## src/rtl/systolic_gemm_tile.sv

```systemverilog
// Output-stationary systolic GEMM tile: RESULT = A(ROWS x K) * B(K x COLS) with internal operand skew,
// START/DONE run handshake, valid/ready operand streaming and an accumulate mode for K-tiling.
module systolic_gemm_tile #(
  parameter int unsigned WIDTH     = 8,
  parameter int unsigned ROWS      = 3,
  parameter int unsigned COLS      = 3,
  parameter int unsigned KMAX      = 16,
  parameter int unsigned ACC_WIDTH = 2 * WIDTH + $clog2(KMAX),
  parameter bit          SIGNED    = 1'b0
) (
  input  logic                                     CLK,
  input  logic                                     SYNC_RST,
  input  logic                                     START,
  input  logic                                     ACC,
  input  logic [$clog2(KMAX+1)-1:0]                K_LEN,
  output logic                                     BUSY,
  input  logic                                     IN_VALID,
  output logic                                     IN_READY,
  input  logic [ROWS-1:0][WIDTH-1:0]               A_COL,
  input  logic [COLS-1:0][WIDTH-1:0]               B_ROW,
  output logic                                     DONE,
  output logic [ROWS-1:0][COLS-1:0][ACC_WIDTH-1:0] RESULT
);

  localparam int unsigned KW = $clog2(KMAX + 1);
  localparam int unsigned DW = $clog2(ROWS + COLS);
  localparam int unsigned PW = 2 * WIDTH;

  typedef enum logic [1:0] {IDLE, LOAD, DRAIN} state_e;

  state_e                                   state_q, state_d;
  logic [KW-1:0]                            k_len_q, k_len_d;
  logic [KW-1:0]                            beat_q, beat_d;
  logic [DW-1:0]                            drain_q, drain_d;
  logic                                     busy_q, busy_d;
  logic                                     ready_q, ready_d;
  logic                                     done_q, done_d;
  logic                                     clear_c, accept_c;
  logic [ROWS-1:0][COLS-1:0][ACC_WIDTH-1:0] acc_q, acc_d;
  logic [ROWS-1:0][COLS-1:0][WIDTH-1:0]     a_pe_c, b_pe_c;

  function automatic logic [ACC_WIDTH-1:0] mac_term(input logic [WIDTH-1:0] a,
                                                    input logic [WIDTH-1:0] b);
    logic [PW-1:0] ax, bx, p;
    if (SIGNED) begin
      ax = PW'($signed(a));
      bx = PW'($signed(b));
    end else begin
      ax = PW'(a);
      bx = PW'(b);
    end
    p = ax * bx;
    if (SIGNED) return ACC_WIDTH'($signed(p));
    return ACC_WIDTH'(p);
  endfunction

  // Run control: IDLE -> LOAD (K_LEN beats) -> DRAIN (ROWS+COLS-1 cycles) -> IDLE with DONE
  always_comb begin
    state_d  = state_q;
    k_len_d  = k_len_q;
    beat_d   = beat_q;
    drain_d  = drain_q;
    done_d   = 1'b0;
    clear_c  = 1'b0;
    accept_c = (state_q == LOAD) && IN_VALID && ready_q;
    unique case (state_q)
      IDLE: begin
        if (START && (K_LEN != '0) && (K_LEN <= KW'(KMAX))) begin
          state_d = LOAD;
          k_len_d = K_LEN;
          beat_d  = '0;
          clear_c = !ACC;
        end
      end
      LOAD: begin
        if (accept_c) begin
          beat_d = beat_q + KW'(1);
          if (beat_d == k_len_q) begin
            state_d = DRAIN;
            drain_d = '0;
          end
        end
      end
      DRAIN: begin
        if (drain_q == DW'(ROWS + COLS - 2)) begin
          state_d = IDLE;
          done_d  = 1'b1;
        end else begin
          drain_d = drain_q + DW'(1);
        end
      end
      default: state_d = IDLE;
    endcase
    busy_d  = (state_d != IDLE);
    ready_d = (state_d == LOAD);
  end

  always_ff @(posedge CLK) begin
    if (SYNC_RST) begin
      state_q <= IDLE;
      k_len_q <= '0;
      beat_q  <= '0;
      drain_q <= '0;
      busy_q  <= 1'b0;
      ready_q <= 1'b0;
      done_q  <= 1'b0;
      acc_q   <= '0;
    end else begin
      state_q <= state_d;
      k_len_q <= k_len_d;
      beat_q  <= beat_d;
      drain_q <= drain_d;
      busy_q  <= busy_d;
      ready_q <= ready_d;
      done_q  <= done_d;
      acc_q   <= acc_d;
    end
  end

  // Row i chain: i skew stages followed by the PE-to-PE rightward forward registers
  for (genvar i = 0; i < ROWS; i++) begin : g_row_chain
    logic [i+COLS-1:0][WIDTH-1:0] chain_q, chain_d;
    always_comb begin
      chain_d = chain_q;
      if (busy_q) begin
        chain_d    = chain_q << WIDTH;
        chain_d[0] = accept_c ? A_COL[i] : '0;
      end
    end
    always_ff @(posedge CLK) begin
      if (SYNC_RST) chain_q <= '0;
      else          chain_q <= chain_d;
    end
    for (genvar j = 0; j < COLS; j++) begin : g_tap
      assign a_pe_c[i][j] = chain_q[i+j];
    end
  end

  // Column j chain: j skew stages followed by the PE-to-PE downward forward registers
  for (genvar j = 0; j < COLS; j++) begin : g_col_chain
    logic [j+ROWS-1:0][WIDTH-1:0] chain_q, chain_d;
    always_comb begin
      chain_d = chain_q;
      if (busy_q) begin
        chain_d    = chain_q << WIDTH;
        chain_d[0] = accept_c ? B_ROW[j] : '0;
      end
    end
    always_ff @(posedge CLK) begin
      if (SYNC_RST) chain_q <= '0;
      else          chain_q <= chain_d;
    end
    for (genvar i = 0; i < ROWS; i++) begin : g_tap
      assign b_pe_c[i][j] = chain_q[i+j];
    end
  end

  always_comb begin
    acc_d = acc_q;
    for (int i = 0; i < ROWS; i++) begin
      for (int j = 0; j < COLS; j++) begin
        if (clear_c)     acc_d[i][j] = '0;
        else if (busy_q) acc_d[i][j] = acc_q[i][j] + mac_term(a_pe_c[i][j], b_pe_c[i][j]);
      end
    end
  end

  assign BUSY     = busy_q;
  assign IN_READY = ready_q;
  assign DONE     = done_q;
  assign RESULT   = acc_q;

endmodule

```

## config.mk

```make
export PLATFORM = sky130hd
export DESIGN_NAME = systolic_gemm_tile
export DESIGN_NICKNAME = d
export VERILOG_FILES = /design/src/rtl/systolic_gemm_tile.sv
export SDC_FILE = /design/constraint.sdc
export NUM_CORES = 2
export LEC_CHECK = 0
export CAP_MARGIN = 20
export CORE_AREA = 2 2 310 312
export DETAILED_ROUTE_END_ITERATION = 8
export DIE_AREA = 0 0 312 314
export PLACE_DENSITY_LB_ADDON = 0.12
export SYNTH_ARGS = -nofsm -noshare
export SYNTH_HDL_FRONTEND = slang
export SYNTH_SLANG_ARGS = --single-unit
```

## constraint.sdc

```tcl
create_clock -name CLK -period 7.18 [get_ports CLK]
set_input_delay 1.795 -clock CLK [delete_from_list [all_inputs] [get_ports CLK]]
set_output_delay 1.795 -clock CLK [all_outputs]
set_load 0.01 [all_outputs]
```

==> reports/metrics.csv <==
metric,value,unit
top_reg_cell synth,dfxtp_1,
Pleak,23.6,nW
TritonCTS Buffers,50,
PostCTS Resize Cnt,0,
1st-pass router iterations,7,
"Reg clk slew, reported paths",60,ps
Iteration-0 DRC Markers,1551,
Min Hold Slack,461,ps
yosys warns,0,
CP Depth,22,
Vias per Instance,5.23,
Die Wd,312,um
total I/O pin count,241,
Crit path largest cell delay,910,ps
filler cell count,9275,
slew margin rel.,0.288,
fraction of registers with async set/reset,0,
FP Rows,113,
GRT Residual Overflow,0,
die footprint,98000,um^2
port bufs,240,
Placed Cells,6268,
Worst Path Buf+Inv,2,
Placed Area,45900,um^2
hold depth,2,
total wire length,109,mm
first-pass GRT wire length,179,mm
Core ar.,94400,um^2
synthesis-to-finish area growth,12.8,%
Worst setup EP type,register,
critical path required time,7730,ps
Nets,6106,
largest net degree at the start of global routing,139,
antenna-violating nets left,0,
worst reg2reg path depth,22,
Netlist cell types,76,
"Hold Vio Cnt, Final",0,
Tot GR Track Use,0.224,
Critical-path top delay cell,dfxtp_1,
via count,33254,
Antenna diodes,0,
setup ws final,426,ps
min Tclk post-route,6750,ps
clock skew,25.7,ps
outcome,"finished, final reports clean",
syn_area_per_cell,8.61,um^2
TritonCTS Sinks,390,
postcts setup bufs,0,
Seq cells post-synth,390,
Post-synth EDFFs,0,
TNS Setup,0,ps
CTS tree,built,
max cap viols,0,
slew of the pin with the lowest slew margin,1070,ps
"most common cell after layout, fill and taps aside",ha_1,
CP max FO,10,
antenna violations before repair,8,
most frequent cells in the layout,"669 x ha_1, 646 x inv_1, 456 x and2_1, 389 x dfxtp_1, 380 x nor2_1",
initial core utilization,0.447,
Final Cycle Share,0.941,
VDD IR max,0.143,mV
Die Span Y,314,um
"Setup violations, final",0,
multi-input logic area,31300,um^2
DRC,0,
Finished Core Util,0.504,
Tot Pwr,5.25,mW
Power Density,110,nW/um^2
GPL Wtd Cong,0.837,
Critical Path AT,7300,ps
Synth Net Count,5959,
CP cell instances,and2_1 -> fa_1 -> fa_1 -> ha_1 -> ha_1 -> inv_1 -> fa_1 -> fa_1 -> inv_1 -> ha_1 -> or2_2 -> o31ai_1 -> a21oi_1 -> a41o_1 -> o41ai_1 -> xnor2_1 -> ha_1 -> nand2_1 -> nor4_1 -> nor3b_1 -> or3_1 -> a21oi_1,
Max Freq,0.148,GHz
Top delay family on crit path,adder cells,
DP Wirelength,85.1,mm
RSZ-0062 raised after global routing,false,
Hold Buf Count CTS,0,
Clock Latency Late Sink,640,ps
Reg area,7810,um^2
Setup WS pre-CTS,467,ps
"Design Area, Final",47600,um^2
max-slew violation count,0,
Clock Path Buffers,3,
ratio of cells with drive above 1 in the final layout,0.0320,
"Seq/Total Area, Yosys",0.185,
vias in the first global route,33507,
Worst Hold Class,reg -> reg,
mapped cell area,42200,um^2
Post-Synthesis Cells,4908,
CP Launch Type,register,
WL per Instance,17.1,um
Layout Cells excl Fill,6361,
Clock Tree Root,clkbuf_16,
critical path class,reg -> reg,
htree depth,2,
==> cell families (layout without fill, tap and decap cells) <==
family	count (synthesis)	count (layout)	share of synthesized area
simple gates	1539	1539	0.182
fa+ha+maj	993	993	0.352
buf+inv	828	1016	0.0744
compound gates	712	712	0.108
flops	390	390	0.185
mux	229	229	0.0543
xor+xnor	217	217	0.0450
==> sequential cells by signal, summed over array words and instances, names as in the netlist <==
| signal | flops |
|---|---|
| BUSY | 1 |
| DONE | 1 |
| IN_READY | 1 |
| RESULT | 180 |
| a_pe_c | 72 |
| b_pe_c | 72 |
| beat_q | 5 |
| drain_q | 3 |
| g_col_chain.chain_q | 24 |
| g_row_chain.chain_q | 24 |
| k_len_q | 5 |
| state_q | 2 |
==> cells in the mapped netlist, types with 115 or more instances <==
| cell type | number | share of area |
|---|---|---|
| a21oi_1 | 267 | 0.032 |
| mux2i_1 | 228 | 0.054 |
| inv_1 | 647 | 0.057 |
| nor2_1 | 380 | 0.034 |
| ha_1 | 669 | 0.20 |
| dfxtp_1 | 390 | 0.18 |
| nand2_1 | 320 | 0.028 |
| and2_1 | 456 | 0.068 |
| fa_1 | 324 | 0.15 |
| clkbuf_1 | 148 | 0.013 |
| o21ai_0 | 115 | 0.014 |
| nand3_1 | 138 | 0.016 |
| xnor2_1 | 184 | 0.038 |
==> worst register-to-register path: stages, from the launching register on <==
cell and delay [ps]:
dfxtp_1 910, and2_1 270, fa_1 450, fa_1 550
ha_1 220, ha_1 270, inv_1 40, fa_1 450
fa_1 490, inv_1 40, ha_1 310, or2_2 320
o31ai_1 70, a21oi_1 90, a41o_1 270, o41ai_1 310
xnor2_1 150, ha_1 370, nand2_1 80, nor4_1 400
nor3b_1 120, or3_1 360, a21oi_1 140
==> power by group <==
group | total, mW | leakage, nW | internal [mW] | switching, mW
clock network | 2.70 | 0.864 | 1.62 | 1.08
registers | 2.20 | 3.14 | 2.18 | 0.0226
logic | 0.342 | 19.6 | 0.128 | 0.215
total | 5.25 | 23.6 | 3.93 | 1.32
==> path summary, 6_finish.rpt <==
kind	startpoint	end	slack [ps]
min reg2reg	g_col_chain[1].chain_q[6]	g_col_chain[1].chain_q[6]	460
max	b_pe_c[35]	RESULT[99]	430
min	g_col_chain[1].chain_q[6]	g_col_chain[1].chain_q[6]	460
max reg2reg	b_pe_c[35]	RESULT[99]	430
==> layer usage <==
metal  up-vias  routed length [um]  track usage
met5         -                  59            0
met4        10                2710       0.0602
met3       132                4820       0.0348
met2       468               51000        0.380
met1     16051               50400        0.298
li1      16593                   -            -
==> area by class of cell <==
type	instances	area share
Clock inverter	20	0.00468
Clock buffer	73	0.0322
Multi-Input combinational cell	3690	0.657
Inverter	647	0.0511
Sequential cell	390	0.164
Timing Repair Buffer	276	0.0574
Tap cell	1265	0.0332
Note: power is estimated with default switching activity, not from simulation.
